===== src/rtl/tts_pkg.sv =====
// Shared types and constants for the truth-table sweeper.
//   state_t      : sweep FSM states
//   N_IN         : circuit input width
//   N_VEC        : number of input combinations swept
//   N_SAMPLES    : samples taken per vector for the majority vote
//   VOTE_THRESH  : ones needed among N_SAMPLES to call the output high
package tts_pkg;

    typedef enum logic [1:0] {
        IDLE   = 2'd0,
        SETTLE = 2'd1,
        SAMPLE = 2'd2,
        DONE   = 2'd3
    } state_t;

    localparam int N_IN        = 4;
    localparam int N_VEC       = 16;
    localparam int N_SAMPLES   = 3;
    localparam int VOTE_THRESH = 2;

endpackage


===== src/rtl/truth_table_sweeper_sync2.sv =====
// Two-flop synchronizer bringing the (possibly asynchronous) circuit output
// into the clk domain.
//   clk : sampling clock
//   rst : asynchronous active-high reset, clears both flops to 0
//   d   : asynchronous input
//   q   : synchronized output, two cycles of latency
module sync2 (
    input  logic clk,
    input  logic rst,
    input  logic d,
    output logic q
);

    logic meta;

    always_ff @(posedge clk or posedge rst) begin
        if (rst) begin
            meta <= 1'b0;
            q    <= 1'b0;
        end else begin
            meta <= d;
            q    <= meta;
        end
    end

endmodule


===== src/rtl/truth_table_sweeper.sv =====
// Sweeps all 16 input vectors of a 4-input circuit, lets each settle for
// SETTLE_CYCLES, majority-votes three samples of the output and publishes the
// measured truth table together with a comparison against a reference.
//   clk, rst      : clock, asynchronous active-high reset
//   start         : begin a sweep (only honoured in IDLE)
//   expected      : reference table, captured when start is accepted
//   dut_out       : circuit output (asynchronous)
//   dut_in        : vector applied to the circuit
//   busy          : sweep in progress (SETTLE/SAMPLE)
//   done          : one-cycle result-valid pulse
//   tt            : measured table, tt[i] = output for dut_in == i
//   match         : tt equals captured reference
//   mismatch_mask : tt ^ captured reference
module truth_table_sweeper
    import tts_pkg::*;
#(
    parameter int SETTLE_CYCLES = 8
) (
    input  logic        clk,
    input  logic        rst,
    input  logic        start,
    input  logic [15:0] expected,
    input  logic        dut_out,
    output logic [3:0]  dut_in,
    output logic        busy,
    output logic        done,
    output logic [15:0] tt,
    output logic        match,
    output logic [15:0] mismatch_mask
);

    localparam logic [7:0] SETTLE_LAST = 8'(SETTLE_CYCLES - 1);
    localparam logic [7:0] SAMPLE_LAST = 8'(N_SAMPLES - 1);
    localparam logic [3:0] IDX_LAST    = 4'(N_VEC - 1);

    state_t      state, state_next;
    logic [3:0]  idx;
    logic [7:0]  cnt;
    logic [1:0]  ones, ones_next;
    logic [15:0] shadow, shadow_next, expected_q;
    logic        out_sync;
    logic        last_sample;

    sync2 u_sync (
        .clk (clk),
        .rst (rst),
        .d   (dut_out),
        .q   (out_sync)
    );

    assign last_sample = (state == SAMPLE) && (cnt == SAMPLE_LAST);
    assign ones_next   = ones + {1'b0, out_sync};

    // Shadow table with the current vector's vote folded in, so the final
    // vector can go straight to the published outputs on the DONE transition.
    always_comb begin
        shadow_next      = shadow;
        shadow_next[idx] = (ones_next >= 2'(VOTE_THRESH));
    end

    always_comb begin
        state_next = state;
        case (state)
            IDLE:   if (start) state_next = SETTLE;
            SETTLE: if (cnt == SETTLE_LAST) state_next = SAMPLE;
            SAMPLE: if (last_sample) state_next = (idx == IDX_LAST) ? DONE : SETTLE;
            DONE:   state_next = IDLE;
            default: state_next = IDLE;
        endcase
    end

    always_ff @(posedge clk or posedge rst) begin
        if (rst) state <= IDLE;
        else     state <= state_next;
    end

    always_ff @(posedge clk or posedge rst) begin
        if (rst) begin
            idx           <= '0;
            cnt           <= '0;
            ones          <= '0;
            shadow        <= '0;
            expected_q    <= '0;
            dut_in        <= '0;
            tt            <= '0;
            match         <= 1'b0;
            mismatch_mask <= '0;
        end else begin
            case (state)
                IDLE: if (start) begin
                    expected_q <= expected;
                    idx        <= '0;
                    dut_in     <= '0;
                    cnt        <= '0;
                    shadow     <= '0;
                end
                SETTLE: begin
                    if (cnt == SETTLE_LAST) begin
                        cnt  <= '0;
                        ones <= '0;
                    end else begin
                        cnt <= cnt + 8'd1;
                    end
                end
                SAMPLE: begin
                    ones <= ones_next;
                    cnt  <= cnt + 8'd1;
                    if (last_sample) begin
                        shadow <= shadow_next;
                        cnt    <= '0;
                        if (idx == IDX_LAST) begin
                            // Results land together with the DONE state so
                            // they are valid in the same cycle as done.
                            tt            <= shadow_next;
                            match         <= (shadow_next == expected_q);
                            mismatch_mask <= shadow_next ^ expected_q;
                        end else begin
                            idx    <= idx + 4'd1;
                            dut_in <= idx + 4'd1;
                        end
                    end
                end
                DONE: dut_in <= '0;
                default: ;
            endcase
        end
    end

    assign busy = (state == SETTLE) || (state == SAMPLE);
    assign done = (state == DONE);

endmodule


===== config.mk =====
export PLATFORM = sky130hd
export DESIGN_NAME = truth_table_sweeper
export DESIGN_NICKNAME = d
export VERILOG_FILES = /design/src/rtl/tts_pkg.sv /design/src/rtl/truth_table_sweeper_sync2.sv /design/src/rtl/truth_table_sweeper.sv
export SDC_FILE = /design/constraint.sdc
export NUM_CORES = 1
export LEC_CHECK = 0
export CAP_MARGIN = 5
export CORE_MARGIN = 2
export CORE_UTILIZATION = 45
export CTS_CLUSTER_DIAMETER = 200
export DETAILED_ROUTE_END_ITERATION = 8
export GPL_TIMING_DRIVEN = 0
export MAX_ROUTING_LAYER = met4
export PLACE_DENSITY = 0.67
export SLEW_MARGIN = 40
export SYNTH_ARGS = -nofsm -noshare
export SYNTH_HDL_FRONTEND = slang
export SYNTH_SLANG_ARGS = --single-unit

===== constraint.sdc =====
create_clock -name clk -period 6.5 [get_ports clk]
set_input_delay 0.65 -clock clk [delete_from_list [all_inputs] [get_ports clk]]
set_output_delay 0.65 -clock clk [all_outputs]
set_load 0.05 [all_outputs]

### Word-level counts from Yosys, hierarchy flattened

Cells that the tools add are included.

* register bits: 87
* input port bits: 20
* word-level logic and storage cells: 68

* $add $sub $neg: 3
* $lt $le $gt $ge: 3
* eq/ne operators: 11
* muxes and demuxes: 22
* bitwise gates (word level): 1
* reductions and logical operators: 16

Operators by type and width (count)
* 16-bit two-way mux: 2
* 16-bit one-hot mux with 2 select lines: 1
* 8-bit two-way mux: 3
* 8-bit one-hot mux with 3 select lines: 1
* 16-bit bitwise mux: 1
* 16-bit equality test: 1
* 16-bit bitwise XOR: 1
* 4-bit two-way mux: 3
* 4-bit one-hot mux with 3 select lines: 1
* 2-bit two-way mux: 5
* 3-bit AND reduction: 3
* 8-bit by 1-bit adder with 8-bit output, second input constant: 1
* 8-bit by 2-bit equality test with 1-bit output, second input constant: 1
* 8-bit by 3-bit equality test with 1-bit output, second input constant: 1
* 2-bit inequality test, second input constant: 4
* 2-bit one-hot mux with 4 select lines: 1
* 4-bit one-hot mux with 2 select lines: 1
* 4-bit AND reduction: 2
* 2-bit AND reduction: 3
* 3-bit nonzero test: 2
* 4-bit by 5-bit < comparator with 1-bit output, second input constant: 1
* 4-bit by 1-bit adder with 4-bit output, second input constant: 1
* 1-bit demux with 4-bit select: 1
* 2-bit equality test, second input constant: 2
* 11 further kinds: 13

### Depth between registers and ports, before layout

* depth in word-level cells: 7
* gate-level depth with buffers: 10

### Modules after synthesis

From an unflattened synthesis, not the netlist that was laid out.

* cells, all modules: 435
* area, all modules: 4506.8 um^2

By module, submodules not included
* truth_table_sweeper: instances 1, cells each 432, area each 4453.0 um^2, seq. area each 2127.0 um^2
* sync2: instances 1, cells each 3, area each 53.8 um^2, seq. area each 50.0 um^2

### Least setup slack after synthesis

No wires, ideal clock.

* kind: register to register
* from: register cnt[4]
* to: register tt[9]
* arrival: 2.097 ns
* data required time: 6.372 ns
* setup slack: 4.275 ns
* stages on the path, launching flop included: 9
* buffers on the path: 3
* clock period less this slack: 2.225 ns
* cells stage by stage: dfrtp_1 or4_4 or4_1 clkbuf_1 or2_1 buf_6 buf_6 nand2_1 o21ai_0

* longest elaborated chain between the ends: 3

Ends and longest elaborated chain
* from (decl): RTL line truth_table_sweeper.sv:38 `logic [7:0] cnt;`
* from (signal assigned): RTL line truth_table_sweeper.sv:102 `cnt <= cnt + 8'd1;`
* from (signal assigned): RTL line truth_table_sweeper.sv:107 `cnt <= cnt + 8'd1;`
* 8-bit by 2-bit equality test with 1-bit output: RTL line truth_table_sweeper.sv:51 `assign last_sample = (state == SAMPLE) && (cnt == SAMPLE_LAST);`
* 1-bit logical AND: RTL line truth_table_sweeper.sv:51
* 3-bit AND reduction (no line)
* to (signal assigned): RTL line truth_table_sweeper.sv:114 `tt <= shadow_next;`
* to (decl): RTL line truth_table_sweeper.sv:27 `output logic [15:0] tt,`

No other way between the ends.
A chain may end at the register's enable or synchronous reset.

### Worst setup path after layout

* from: register state[0]
* to: output busy

* longest elaborated chain between the ends: 2
* elaborated cells on any way between the ends: 3
* classes of those cells: eq/ne (2); reduce/logical (1)

Ends and longest elaborated chain
* from (decl): RTL line truth_table_sweeper.sv:36 `state_t state, state_next;`
* from (signal assigned): RTL line truth_table_sweeper.sv:74 `else state <= state_next;`
* 2-bit by 1-bit equality test with 1-bit output / 2-bit equality test (equally long branches): RTL line truth_table_sweeper.sv:129 `assign busy = (state == SETTLE) || (state == SAMPLE);`
* 1-bit logical OR *: RTL line truth_table_sweeper.sv:129
* to (decl): RTL line truth_table_sweeper.sv:25 `output logic busy,`

Mark *: on every way between the ends. The rest lies on a longest branch, timed or not.

==> insert_results.sql <==
INSERT INTO impl_metrics (metric_group, metric, value, unit) VALUES
('die', 'num_rows', '36', ''),
('final_layout', 'antenna_cells_inserted', '0', ''),
('power', 'power_leakage', '2.47', 'nW'),
('hold_path', 'worst_hold_startpoint', 'u_sync.meta$_DFF_PP0_', ''),
('clock_tree', 'hold_buffers', '0', ''),
('die', 'die_height', '104', 'um'),
('die', 'die_w', '104', 'um'),
('placement', 'global_placer_s_final_weighted_congestion', '0.813', ''),
('final_layout', 'summed_area_of_non_filler_cells_in_the_final_layout', '0.00547', 'mm^2'),
('die', 'initial_utilization', '0.463', ''),
('timing', 'setup_viol', '0', ''),
('placement', 'detailedPlace.worstSlack', '3770', 'ps'),
('timing', 'timing_hold_violations_final', '0', ''),
('timing', 'worst_slew_margin_rel', '0.556', ''),
('critical_path', 'worst_ep_arrival_time', '2060', 'ps'),
('logic_synthesis', 'post-synth-top-area-fraction', '0.483', ''),
('critical_path', 'cp_data_required_time', '5850', 'ps'),
('timing', 'timing.final.crit_period', '2710', 'ps'),
('routing', 'first_iter_violations', '69', ''),
('logic_synthesis', 'post_syn_area', '0.00450', 'mm^2'),
('logic_synthesis', 'synthesis.instances', '434', ''),
('global_routing', 'track_usage', '0.189', ''),
('logic_synthesis', 'synthSimpleGateAreaFrac', '0.148', ''),
('critical_path', 'worstRegToRegCells', '7', ''),
('critical_path', 'critPathCaptureType', 'primary output', ''),
('timing', 'setup_tns', '0', 'ps'),
('routing', 'route.final.wire_length', '9540', 'um'),
('critical_path', 'cp_max_fo', '5', ''),
('clock_tree', 'worstSkewPairLatency', '360', 'ps'),
('logic_synthesis', 'number_of_distinct_standard_cells_referenced_by_the_synthesized_netlist', '46', ''),
('logic_synthesis', 'synth_compound_area_frac', '0.114', ''),
('critical_path', 'worstReg2RegStart', 'ones[0]$_DFFE_PP0P_', ''),
('power', 'power.density', '342', 'mW/mm^2'),
('clock_tree', 'post_cts.repair.setup_buffers', '0', ''),
('clock_tree', 'clock_buffer_count_from_cts', '9', ''),
('critical_path', 'critPathLaunch', 'state[0]$_DFFE_PP0P_', ''),
('logic_synthesis', 'synth_adder_area_share', '0.0306', ''),
('routing', 'routed_wire_length_per_instance', '14.9', 'um'),
('logic_synthesis', 'synth_top_flop_cell', 'sky130_fd_sc_hd__dfrtp_1', ''),
('final_layout', 'finalNetCount', '535', ''),
('routing', 'drc', '0', ''),
('logic_synthesis', 'postSynth.asyncResetShare', '1.00', ''),
('placement', 'port_buffers', '58', ''),
('routing', 'detail-route-antenna-nets', '0', ''),
('clock_tree', 'cts_resized', '0', ''),
('timing', 'timing.final.crit_share', '0.417', ''),
('placement', 'dpl_cell_area', '0.00528', 'mm^2'),
('timing', 'fmax', '369', 'MHz'),
('clock_tree', 'tritoncts_clock_tree', 'done', ''),
('critical_path', 'regToRegEndpoint', 'shadow[1]$_DFFE_PP0P_', ''),
('power', 'report.power.total', '0.00187', 'W'),
('logic_synthesis', 'yosysSeqAreaShare', '0.483', ''),
('hold_path', 'holdPathStages', '0', ''),
('critical_path', 'crit_chain', 'inv_1 > ha_1 > clkdlybuf4s50_1', ''),
('logic_synthesis', 'synthMuxAreaShare', '0.0942', ''),
('hold_path', 'hold_path_class', 'reg -> reg', ''),
('die', 'io_pins', '59', ''),
('routing', 'via_count', '3288', ''),
('final_layout', 'area_growth_syn_to_layout', '21.6', '%'),
('logic_synthesis', 'synth_xor_xnor_area_share', '0.0817', ''),
('routing', 'number_of_search_and_repair_iterations_in_the_first_detailed_routing_pass', '4', ''),
('critical_path', 'slowest_delay', '820', 'ps'),
('timing', 'worst-slew-pin-transition', '665', 'ps'),
('critical_path', 'worstSetupStartpointType', 'flip-flop', ''),
('logic_synthesis', 'postSynthAreaPerCell', '10.4', 'um^2'),
('clock_tree', 'cts_max_level', '3', ''),
('status', 'run_status', 'completed', ''),
('final_layout', 'fin_util', '0.563', ''),
('logic_synthesis', 'count_of_flip_flops_with_a_built_in_enable_after_synthesis', '0', ''),
('clock_tree', 'clockBufferDepth', '2', ''),
('die', 'fp.dieArea', '0.0108', 'mm^2');
power breakdown:
part / internal (W) / switching, W / leakage (nW) / total, W
Sequential: 0.000623 / 0.0000694 / 1.17 / 0.000692
Clock: 0.000143 / 0.000212 / 0.0866 / 0.000355
Combinational: 0.000361 / 0.000462 / 1.21 / 0.000824
Total: 0.00113 / 0.000744 / 2.47 / 0.00187
layout make-up:
cell class | instances | area [um^2]
sequential | 87 | 2180
clock buffer | 9 | 124
fill | 881 | 4260
inverter | 22 | 87.6
clock inverter | 7 | 55.1
multi-input combinational | 302 | 2120
buffer | 23 | 136
tap | 133 | 166
timing repair buffer | 59 | 608
synth_stat cells (all sizes together) (2+ instances only):
library cell / count
or2: 3
or4: 2
inv: 22
nor4: 2
nor2: 16
nand2b: 2
xor2: 13
a32o: 2
buf: 10
mux2: 19
o21ai: 36
nand3: 9
xnor3: 7
and2: 2
dfrtp: 87
clkbuf: 13
ha: 11
o2bb2ai: 4
o22ai: 12
a21oi: 14
nand4: 4
o31ai: 2
nand2: 80
a22o: 2
mux2i: 21
nand3b: 9
xnor2: 11
and3: 2
nor3: 2
or3b: 4
nor2b: 3
state kept, by name, indices dropped and copies added (netlist names), 4 cells and up:
signal and flops:
expected_q 16, mismatch_mask 16, shadow 16, tt 16, cnt 8, dut_in 4
idx 4
worst max path at each step:
stage | endpoint | slack [ps]
floorplan | cnt[0]$_DFFE_PP0P_ | 3600
global placement | mismatch_mask[0]$_DFFE_PP0P_ | 2190
detailed placement | match$_DFFE_PP0P_ | 3770
CTS | match$_DFFE_PP0P_ | 3670
global route | busy | 3700
finish | busy | 3790
cell families (layout without fill, tap and decap cells):
logic type	Yosys count	count (layout)
AOI/OAI and AO/OA	79	79
muxes	40	40
xor gates and xnor gates	31	31
buffers and inverters	45	120
DFF	87	87
and+or+nand+nor	141	141
adders and majority gates	11	11
through the flow:
stage	hold WS (ps)	std cells
6_report	354	642
5_1_grt	373	642
4_1_cts	358	642
3_5_place_dp	337	626
3_3_place_gp	338	625
2_1_floorplan	331	434
worst max-delay path, delay by kind of cell (launching register included):
kind | cells | cell delay (ps)
DFF | 1 | 430
adders and majority gates | 1 | 360
buffers and inverters | 2 | 910
metal layers:
| metal | up-vias | wire length, um | GRT usage |
|---|---|---|---|
| li1 | 1630 | - | - |
| met1 | 1588 | 4540 | 0.248 |
| met2 | 59 | 4550 | 0.307 |
| met3 | 11 | 361 | 0.0363 |
| met4 | 0 | 91 | 0.0444 |
| met5 | - | 0 | - |
Power figures use the tool's default switching activity.
